### config.mk
export PLATFORM = sky130hd
export DESIGN_NAME = rx_pwr_seq_flat
export DESIGN_NICKNAME = d
export VERILOG_FILES = /design/src/rtl/rx_pwr_seq_pkg.sv /design/src/rtl/rx_pwr_seq_if.sv /design/src/rtl/rx_pwr_seq_timer.sv /design/src/rtl/rx_pwr_seq.sv /design/src/flat_wrapper.sv
export SDC_FILE = /design/constraint.sdc
export NUM_CORES = 1
export LEC_CHECK = 0
export ABC_AREA = 1
export ABC_CLOCK_PERIOD_IN_PS = 2400
export BUFFER_PORTS_ARGS = -buffer_cell sky130_fd_sc_hd__buf_2
export CAP_MARGIN = 20
export CORE_AREA = 4 4 67 69
export CTS_BUF_LIST = sky130_fd_sc_hd__clkbuf_8
export CTS_CLUSTER_DIAMETER = 100
export DETAILED_ROUTE_END_ITERATION = 8
export DIE_AREA = 0 0 71 73
export GPL_TIMING_DRIVEN = 0
export PLACE_DENSITY = 0.73
export SYNTH_ARGS = -nofsm -noshare
export SYNTH_HDL_FRONTEND = slang
export SYNTH_HIERARCHICAL = 1
export SYNTH_SLANG_ARGS = --single-unit
### constraint.sdc
create_clock -name clk_i -period 2.4 [get_ports clk_i]
set_input_delay 0.36 -clock clk_i [delete_from_list [all_inputs] [get_ports clk_i]]
set_output_delay 0.36 -clock clk_i [all_outputs]
set_load 0.03 [all_outputs]
### src/rtl/rx_pwr_seq_pkg.sv
// Shared types and defaults for the RX power-up / calibration sequencer.
package rx_seq_pkg;

    localparam int unsigned STATE_W         = 3;
    localparam int unsigned SETTLE_CYC_DEF  = 4;
    localparam int unsigned TIMEOUT_CYC_DEF = 255;
    localparam int unsigned CNT_W_DEF       = 8;

    typedef enum logic [STATE_W-1:0] {
        ST_OFF         = 3'd0,
        ST_IREF_SETTLE = 3'd1,
        ST_IREF_CAL    = 3'd2,
        ST_SUB_SETTLE  = 3'd3,
        ST_SUB_CAL     = 3'd4,
        ST_READY       = 3'd5,
        ST_FAIL        = 3'd6
    } seq_state_e;

    // Registered control outputs toward the top level and the RX macros.
    typedef struct packed {
        logic rdy_rx;
        logic err_rx;
        logic pu_iref;
        logic cal_iref;
        logic pu_bpf;
        logic cal_bpf;
        logic pu_synt;
        logic cal_synt;
    } seq_out_t;

endpackage

### src/rtl/rx_pwr_seq_if.sv
// Control/status bundle between the sequencer, the RX enable and the IREF/BPF/SYNT macros.
interface rx_pwr_seq_if;
    import rx_seq_pkg::*;

    logic               pu_rx;
    logic               rdy_rx;
    logic               err_rx;
    logic               pu_iref;
    logic               cal_iref;
    logic               rdy_iref;
    logic               pu_bpf;
    logic               cal_bpf;
    logic               rdy_bpf;
    logic               pu_synt;
    logic               cal_synt;
    logic               rdy_synt;
    logic [STATE_W-1:0] state;

    modport master (
        input  pu_rx, rdy_iref, rdy_bpf, rdy_synt,
        output rdy_rx, err_rx, pu_iref, cal_iref, pu_bpf, cal_bpf,
               pu_synt, cal_synt, state
    );

    modport slave (
        output pu_rx, rdy_iref, rdy_bpf, rdy_synt,
        input  rdy_rx, err_rx, pu_iref, cal_iref, pu_bpf, cal_bpf,
               pu_synt, cal_synt, state
    );

endinterface

### src/rtl/rx_pwr_seq_timer.sv
// Up counter with synchronous clear; flags when the count equals the terminal value.
module seq_timer #(
    parameter int unsigned CNT_W = 8
) (
    input  logic             clk_i,
    input  logic             rst_i,
    input  logic             clr_i,
    input  logic             en_i,
    input  logic [CNT_W-1:0] tc_i,
    output logic             tc_hit_c_o
);

    logic [CNT_W-1:0] cnt_q;
    logic [CNT_W-1:0] cnt_d;

    assign tc_hit_c_o = (cnt_q == tc_i);

    // Holds at the terminal value so a late state exit can never wrap the count.
    always_comb begin
        cnt_d = cnt_q;
        if (clr_i) begin
            cnt_d = '0;
        end else if (en_i && !tc_hit_c_o) begin
            cnt_d = cnt_q + CNT_W'(1);
        end
    end

    always_ff @(posedge clk_i) begin
        if (rst_i) begin
            cnt_q <= '0;
        end else begin
            cnt_q <= cnt_d;
        end
    end

endmodule

### src/rtl/rx_pwr_seq.sv
// Ordered RX bring-up: IREF settle/cal, then BPF and SYNT settle/cal in parallel, then READY.
module rx_pwr_seq
    import rx_seq_pkg::*;
#(
    parameter int unsigned SETTLE_CYC  = SETTLE_CYC_DEF,
    parameter int unsigned TIMEOUT_CYC = TIMEOUT_CYC_DEF,
    parameter int unsigned CNT_W       = CNT_W_DEF
) (
    input  logic          clk_i,
    input  logic          rst_i,
    rx_pwr_seq_if.master  seq_if
);

    seq_state_e state_q, state_d;
    seq_out_t   out_q, out_d;
    logic       done_bpf_q, done_bpf_d;
    logic       done_synt_q, done_synt_d;

    logic settle_hit_c;
    logic cal_hit_c;
    logic state_chg_c;
    logic settle_en_c;
    logic cal_en_c;
    logic bpf_ok_c;
    logic synt_ok_c;
    logic all_rdy_c;

    assign state_chg_c = (state_d != state_q);
    assign settle_en_c = (state_q == ST_IREF_SETTLE) || (state_q == ST_SUB_SETTLE);
    assign cal_en_c    = (state_q == ST_IREF_CAL) || (state_q == ST_SUB_CAL);
    assign bpf_ok_c    = done_bpf_q || seq_if.rdy_bpf;
    assign synt_ok_c   = done_synt_q || seq_if.rdy_synt;
    assign all_rdy_c   = seq_if.rdy_iref && seq_if.rdy_bpf && seq_if.rdy_synt;

    // Both timers restart on every state change, so each phase counts from its own entry edge.
    seq_timer #(.CNT_W(CNT_W)) u_settle_tmr (
        .clk_i      (clk_i),
        .rst_i      (rst_i),
        .clr_i      (state_chg_c),
        .en_i       (settle_en_c),
        .tc_i       (CNT_W'(SETTLE_CYC - 1)),
        .tc_hit_c_o (settle_hit_c)
    );

    seq_timer #(.CNT_W(CNT_W)) u_cal_tmr (
        .clk_i      (clk_i),
        .rst_i      (rst_i),
        .clr_i      (state_chg_c),
        .en_i       (cal_en_c),
        .tc_i       (CNT_W'(TIMEOUT_CYC - 1)),
        .tc_hit_c_o (cal_hit_c)
    );

    // Next state, done latches and next output values; completion is tested before timeout.
    always_comb begin
        state_d     = state_q;
        done_bpf_d  = 1'b0;
        done_synt_d = 1'b0;
        out_d       = '0;

        if (!seq_if.pu_rx) begin
            state_d = ST_OFF;
        end else begin
            case (state_q)
                ST_OFF:         state_d = ST_IREF_SETTLE;
                ST_IREF_SETTLE: if (settle_hit_c) state_d = ST_IREF_CAL;
                ST_IREF_CAL: begin
                    if (seq_if.rdy_iref)  state_d = ST_SUB_SETTLE;
                    else if (cal_hit_c)   state_d = ST_FAIL;
                end
                ST_SUB_SETTLE:  if (settle_hit_c) state_d = ST_SUB_CAL;
                ST_SUB_CAL: begin
                    if (bpf_ok_c && synt_ok_c) state_d = ST_READY;
                    else if (cal_hit_c)        state_d = ST_FAIL;
                end
                ST_READY:       if (!all_rdy_c) state_d = ST_FAIL;
                ST_FAIL:        state_d = ST_FAIL;
                default:        state_d = ST_OFF;
            endcase
        end

        if ((state_q == ST_SUB_CAL) && (state_d == ST_SUB_CAL)) begin
            done_bpf_d  = bpf_ok_c;
            done_synt_d = synt_ok_c;
        end

        case (state_d)
            ST_IREF_SETTLE: out_d.pu_iref = 1'b1;
            ST_IREF_CAL: begin
                out_d.pu_iref  = 1'b1;
                out_d.cal_iref = 1'b1;
            end
            ST_SUB_SETTLE: begin
                out_d.pu_iref = 1'b1;
                out_d.pu_bpf  = 1'b1;
                out_d.pu_synt = 1'b1;
            end
            ST_SUB_CAL: begin
                out_d.pu_iref  = 1'b1;
                out_d.pu_bpf   = 1'b1;
                out_d.pu_synt  = 1'b1;
                out_d.cal_bpf  = !done_bpf_d;
                out_d.cal_synt = !done_synt_d;
            end
            ST_READY: begin
                out_d.rdy_rx  = 1'b1;
                out_d.pu_iref = 1'b1;
                out_d.pu_bpf  = 1'b1;
                out_d.pu_synt = 1'b1;
            end
            ST_FAIL:        out_d.err_rx = 1'b1;
            default:        out_d = '0;
        endcase
    end

    always_ff @(posedge clk_i) begin
        if (rst_i) begin
            state_q     <= ST_OFF;
            out_q       <= '0;
            done_bpf_q  <= 1'b0;
            done_synt_q <= 1'b0;
        end else begin
            state_q     <= state_d;
            out_q       <= out_d;
            done_bpf_q  <= done_bpf_d;
            done_synt_q <= done_synt_d;
        end
    end

    assign seq_if.rdy_rx   = out_q.rdy_rx;
    assign seq_if.err_rx   = out_q.err_rx;
    assign seq_if.pu_iref  = out_q.pu_iref;
    assign seq_if.cal_iref = out_q.cal_iref;
    assign seq_if.pu_bpf   = out_q.pu_bpf;
    assign seq_if.cal_bpf  = out_q.cal_bpf;
    assign seq_if.pu_synt  = out_q.pu_synt;
    assign seq_if.cal_synt = out_q.cal_synt;
    assign seq_if.state    = state_q;

endmodule

### src/flat_wrapper.sv
// flat-port wrapper written by rule: the top's interface ports become plain ports
module rx_pwr_seq_flat import rx_seq_pkg::*;
#(
    parameter int unsigned SETTLE_CYC  = SETTLE_CYC_DEF,
    parameter int unsigned TIMEOUT_CYC = TIMEOUT_CYC_DEF,
    parameter int unsigned CNT_W       = CNT_W_DEF
)
  (clk_i, rst_i, seq_if_pu_rx, seq_if_rdy_iref, seq_if_rdy_bpf, seq_if_rdy_synt, seq_if_rdy_rx, seq_if_err_rx, seq_if_pu_iref, seq_if_cal_iref, seq_if_pu_bpf, seq_if_cal_bpf, seq_if_pu_synt, seq_if_cal_synt, seq_if_state);
  rx_pwr_seq_if seq_if_i ();
  input  logic clk_i;
  input  logic rst_i;
  input wire logic [$bits(seq_if_i.pu_rx)-1:0] seq_if_pu_rx;
  input wire logic [$bits(seq_if_i.rdy_iref)-1:0] seq_if_rdy_iref;
  input wire logic [$bits(seq_if_i.rdy_bpf)-1:0] seq_if_rdy_bpf;
  input wire logic [$bits(seq_if_i.rdy_synt)-1:0] seq_if_rdy_synt;
  output wire logic [$bits(seq_if_i.rdy_rx)-1:0] seq_if_rdy_rx;
  output wire logic [$bits(seq_if_i.err_rx)-1:0] seq_if_err_rx;
  output wire logic [$bits(seq_if_i.pu_iref)-1:0] seq_if_pu_iref;
  output wire logic [$bits(seq_if_i.cal_iref)-1:0] seq_if_cal_iref;
  output wire logic [$bits(seq_if_i.pu_bpf)-1:0] seq_if_pu_bpf;
  output wire logic [$bits(seq_if_i.cal_bpf)-1:0] seq_if_cal_bpf;
  output wire logic [$bits(seq_if_i.pu_synt)-1:0] seq_if_pu_synt;
  output wire logic [$bits(seq_if_i.cal_synt)-1:0] seq_if_cal_synt;
  output wire logic [$bits(seq_if_i.state)-1:0] seq_if_state;
  assign seq_if_i.pu_rx = seq_if_pu_rx;
  assign seq_if_i.rdy_iref = seq_if_rdy_iref;
  assign seq_if_i.rdy_bpf = seq_if_rdy_bpf;
  assign seq_if_i.rdy_synt = seq_if_rdy_synt;
  assign seq_if_rdy_rx = seq_if_i.rdy_rx;
  assign seq_if_err_rx = seq_if_i.err_rx;
  assign seq_if_pu_iref = seq_if_i.pu_iref;
  assign seq_if_cal_iref = seq_if_i.cal_iref;
  assign seq_if_pu_bpf = seq_if_i.pu_bpf;
  assign seq_if_cal_bpf = seq_if_i.cal_bpf;
  assign seq_if_pu_synt = seq_if_i.pu_synt;
  assign seq_if_cal_synt = seq_if_i.cal_synt;
  assign seq_if_state = seq_if_i.state;
  rx_pwr_seq #(.SETTLE_CYC(SETTLE_CYC), .TIMEOUT_CYC(TIMEOUT_CYC), .CNT_W(CNT_W)) u_core (.clk_i(clk_i), .rst_i(rst_i), .seq_if(seq_if_i));
endmodule
==> key figures <==
Logic synthesis
  • Area of the mapped netlist: 1830 sq um
  • Synth Warn #: 6
  • Area contributors post-synth: dfxtp_1 (31%), nand2_1 (16%), inv_1 (8.6%)
  • Mapped Avg Cell Area: 6.37 sq um
  • Post-Syn Instances: 288
  • Synth top area share: 30.6%
  • Unique masters post-synth: 28
  • Seq cells post-synth: 28
  • Synth Flop Type: dfxtp_1
  • Post-synth EDFFs: 0
  • Area leader, netlist: dfxtp_1
  • Async S/R FF share, synth: 0%
  • Post-synthesis sequential area ratio: 30.6%

Pwr
  • Reg power frac: 48.7%
  • Clk network pwr share: 39.0%
  • Switch share: 23.9%
  • Tot Pwr: 0.952 mW
  • Logic pwr share: 12.3%
  • Pint: 0.725 mW
  • Pwr/cell area: 405 nW/um^2
  • Leak: 1.17 nW
  • Net Sw Power: 0.227 mW
  • Worst IR Drop VDD: 0.428 mV

CTS
  • Clk sinks: 28
  • H-tree depth: 1
  • Clk Latency, worst-skew pair: 0.27 ns
  • CTS tree: yes
  • Clock-pin slew on the worst setup and hold paths: 0.10 ns
  • Total CTS buffers: 3
  • CTS Buffer Depth: 2
  • CTS Root Cell: clkbuf_8

Flow run
  • Max-cap viol count: 0

Die
  • Chip height: 73 um
  • Die Wd: 71 um
  • Die area: 5180 sq um
  • IO Count: 17
  • Site row count: 23
  • Initial Util: 46.9%
  • CORE AREA: 3910 sq um

Route
  • Vias: 1,818
  • Pre-Repair DR Iteration Count: 4
  • Antenna-violating nets left: 0
  • Drt via density: 4.61
  • DR WL/cell: 9.95 um
  • Drc violations: 0
  • Final WL: 3920 um
  • 1st-iter DRT viols: 59

Setup path
  • Crit path from: u_core/u_settle_tmr/cnt_q[2]
  • CP cell instances: xnor2_2 > nand2_1 > nor2_2 > nand2_4 > buf_6 > inv_4 > nand3_2 > nand3_4 > nand2_4 > xor2_1 > nor2_2 > nand2_2 > nor2_4 > nand2_1 > nor2_1
  • FF-to-FF setup slack: 0.17 ns
  • Max FO, Critical Path: 10
  • Setup CP Type: reg2reg
  • R2R cell count: 15
  • Reg-to-reg startpoint: u_core/u_settle_tmr/cnt_q[2]
  • Critical Path AT: 2.44 ns
  • CP Capture Type: flop
  • Setup crit start kind: flop
  • Largest stage delay, worst path: 0.37 ns
  • CP max-delay cell: dfxtp_2
  • Reg2reg end: u_core/u_cal_tmr/cnt_q[2]
  • Required time worst endpoint: 2.61 ns

Run status
  • Outcome: finished, final reports clean

Layout
  • Final #Nets: 353
  • Fillers: 368
  • Area Growth Syn to Fin: 28.1%
  • Layout cell share with drive strength beyond 1: 27.0%
  • # diodes: 0
  • Commonest non-fill, non-tap cell in the layout: nand2_1
  • Most frequent cells in the layout: nand2_1 (75), inv_1 (41), nor2_1 (30)
  • Final core utilization: 60.0%
  • Design area: 2350 sq um
  • Post-Layout Cell Count: 394

Placement
  • PortBufs: 15
  • Placed Area: 2060 sq um
  • Dpl cells: 377
  • RePlAce Congestion: 0.779
  • DP Wirelength: 2760 um

Global route
  • Antenna violations before repair: 0
  • Largest net degree at the start of global routing: 17
  • Total GRT Usage: 15.1%
  • Total gr overflow: 0
  • Vias in the first global route: 1,613
  • Global-route wire length before repair: 6670 um

Timing
  • Fin. max-slew vios: 0
  • Fin Clk Skew: 0.00750 ns
  • Fmax: 448 MHz
  • Period minus WS final: 2.23 ns
  • Setup violations, final: 0
  • Final period utilization: 93.0%
  • Hold Vio Cnt, Final: 0

Min path
  • Worst hold path type: in2reg
  • Hold Startpoint: rst_i
  • Hold endpoint: u_core/u_settle_tmr/cnt_q[1]
  • WHS Path Cells: 4
[metal layers]
| layer | vias to the layer above | global-route usage, % | routed length (um) |
|---|---|---|---|
| met1 | 816 | 19.5 | 1790 |
| met3 | 2 | 2.20 | 111 |
| met2 | 23 | 26.8 | 2000 |
| met5 | - | 0 | 0 |
| met4 | 0 | 3.34 | 17 |
| li1 | 977 | - | - |
[worst max-delay path, delay by kind of cell (launching register included)]
kind,cells,cell delay [ns]
flip-flops,1,0.37
AND/OR/NAND/NOR,11,1.23
XOR/XNOR,2,0.32
buffers and inverters,2,0.22
[stage by stage]
step | worst slack (ns) | hold WS [ns] | setup TNS (ns)
floorplan | 0.249 | 0.496 | 0
global placement | -0.180 | 0.520 | -1.99
detailed placement | -0.226 | 0.526 | -2.93
CTS | 0.00100 | 0.419 | 0
global route | -0.0714 | 0.437 | -0.255
finish | 0.169 | 0.432 | 0
[cells by family after synthesis]
kind of cell / Yosys count / share of synthesized area [%]
compound gates: 21 / 6.75
xor+xnor: 8 / 3.82
fa+ha+maj: 2 / 1.36
buf+inv: 54 / 12.6
flops: 28 / 30.6
other cells: 2 / 0.409
simple gates: 173 / 44.5
[registers in the layout, indices dropped and copies added (netlist names)]
name,count
u_core/u_cal_tmr/cnt_q,8
u_core/u_settle_tmr/cnt_q,8
u_core/seq_if.state,3
u_core/done_bpf_q,1
u_core/done_synt_q,1
u_core/seq_if.cal_bpf,1
u_core/seq_if.cal_iref,1
u_core/seq_if.cal_synt,1
u_core/seq_if.err_rx,1
u_core/seq_if.pu_iref,1
u_core/seq_if.pu_synt,1
u_core/seq_if.rdy_rx,1
[cells in the mapped netlist (2+ instances only)]
master    instances
nand2_1          78
inv_1            42
nor2_1           35
dfxtp_1          28
nand3_1          27
a21oi_1          17
inv_2             6
nor3_1            6
xnor2_1           6
nand2_2           5
nor2_2            5
and3_1            3
buf_6             3
nand3_2           3
nor2_4            3
conb_1            2
ha_1              2
nand2_4           2
nand3_4           2
nand4_1           2
nor4_1            2
o211ai_1          2
xor2_1            2
[layout make-up]
class	count	area (sq um)	area share, %
Timing Repair Buffer	29	180	7.67
Tap cell	50	62.6	2.66
Sequential cell	28	596	25.3
Clock buffer	3	41.3	1.76
Buffer	5	38.8	1.65
Multi-Input combinational cell	230	1220	51.9
Clock inverter	1	30.0	1.28
Inverter	48	183	7.77
[power by group through the flow]
| stage | registers [mW] | clock network [mW] | logic (mW) |
|---|---|---|---|
| floorplan | 0.486 | 0 | 0.0812 |
| global placement | 0.482 | 0 | 0.102 |
| detailed placement | 0.482 | 0 | 0.105 |
| CTS | 0.472 | 0.380 | 0.109 |
| global route | 0.464 | 0.393 | 0.135 |
| finish | 0.464 | 0.371 | 0.118 |
[what timing repair did]
item / 4_1_cts / 5_1_grt
gates resized for setup: 6 / 36
cloned: 0 / 0
buffers inserted: 0 / 14
hold buffers: 0 / 0
hold endpoints to repair: 0 / 0
pin swaps: 1 / 14
endpoints found under the setup margin: 16 / 16
[worst max path at each step]
stage,slack [ns],to,cells after the start
2_1_floorplan,0.25,u_core/u_cal_tmr/cnt_q[0],16
3_3_place_gp,-0.18,u_core/u_cal_tmr/cnt_q[5],17
3_5_place_dp,-0.23,u_core/u_cal_tmr/cnt_q[5],17
4_1_cts,0.001,u_core/u_cal_tmr/cnt_q[5],18
5_1_grt,-0.07,u_core/u_cal_tmr/cnt_q[6],18
6_report,0.17,u_core/u_cal_tmr/cnt_q[2],15
(Power assumes the default switching activity.)
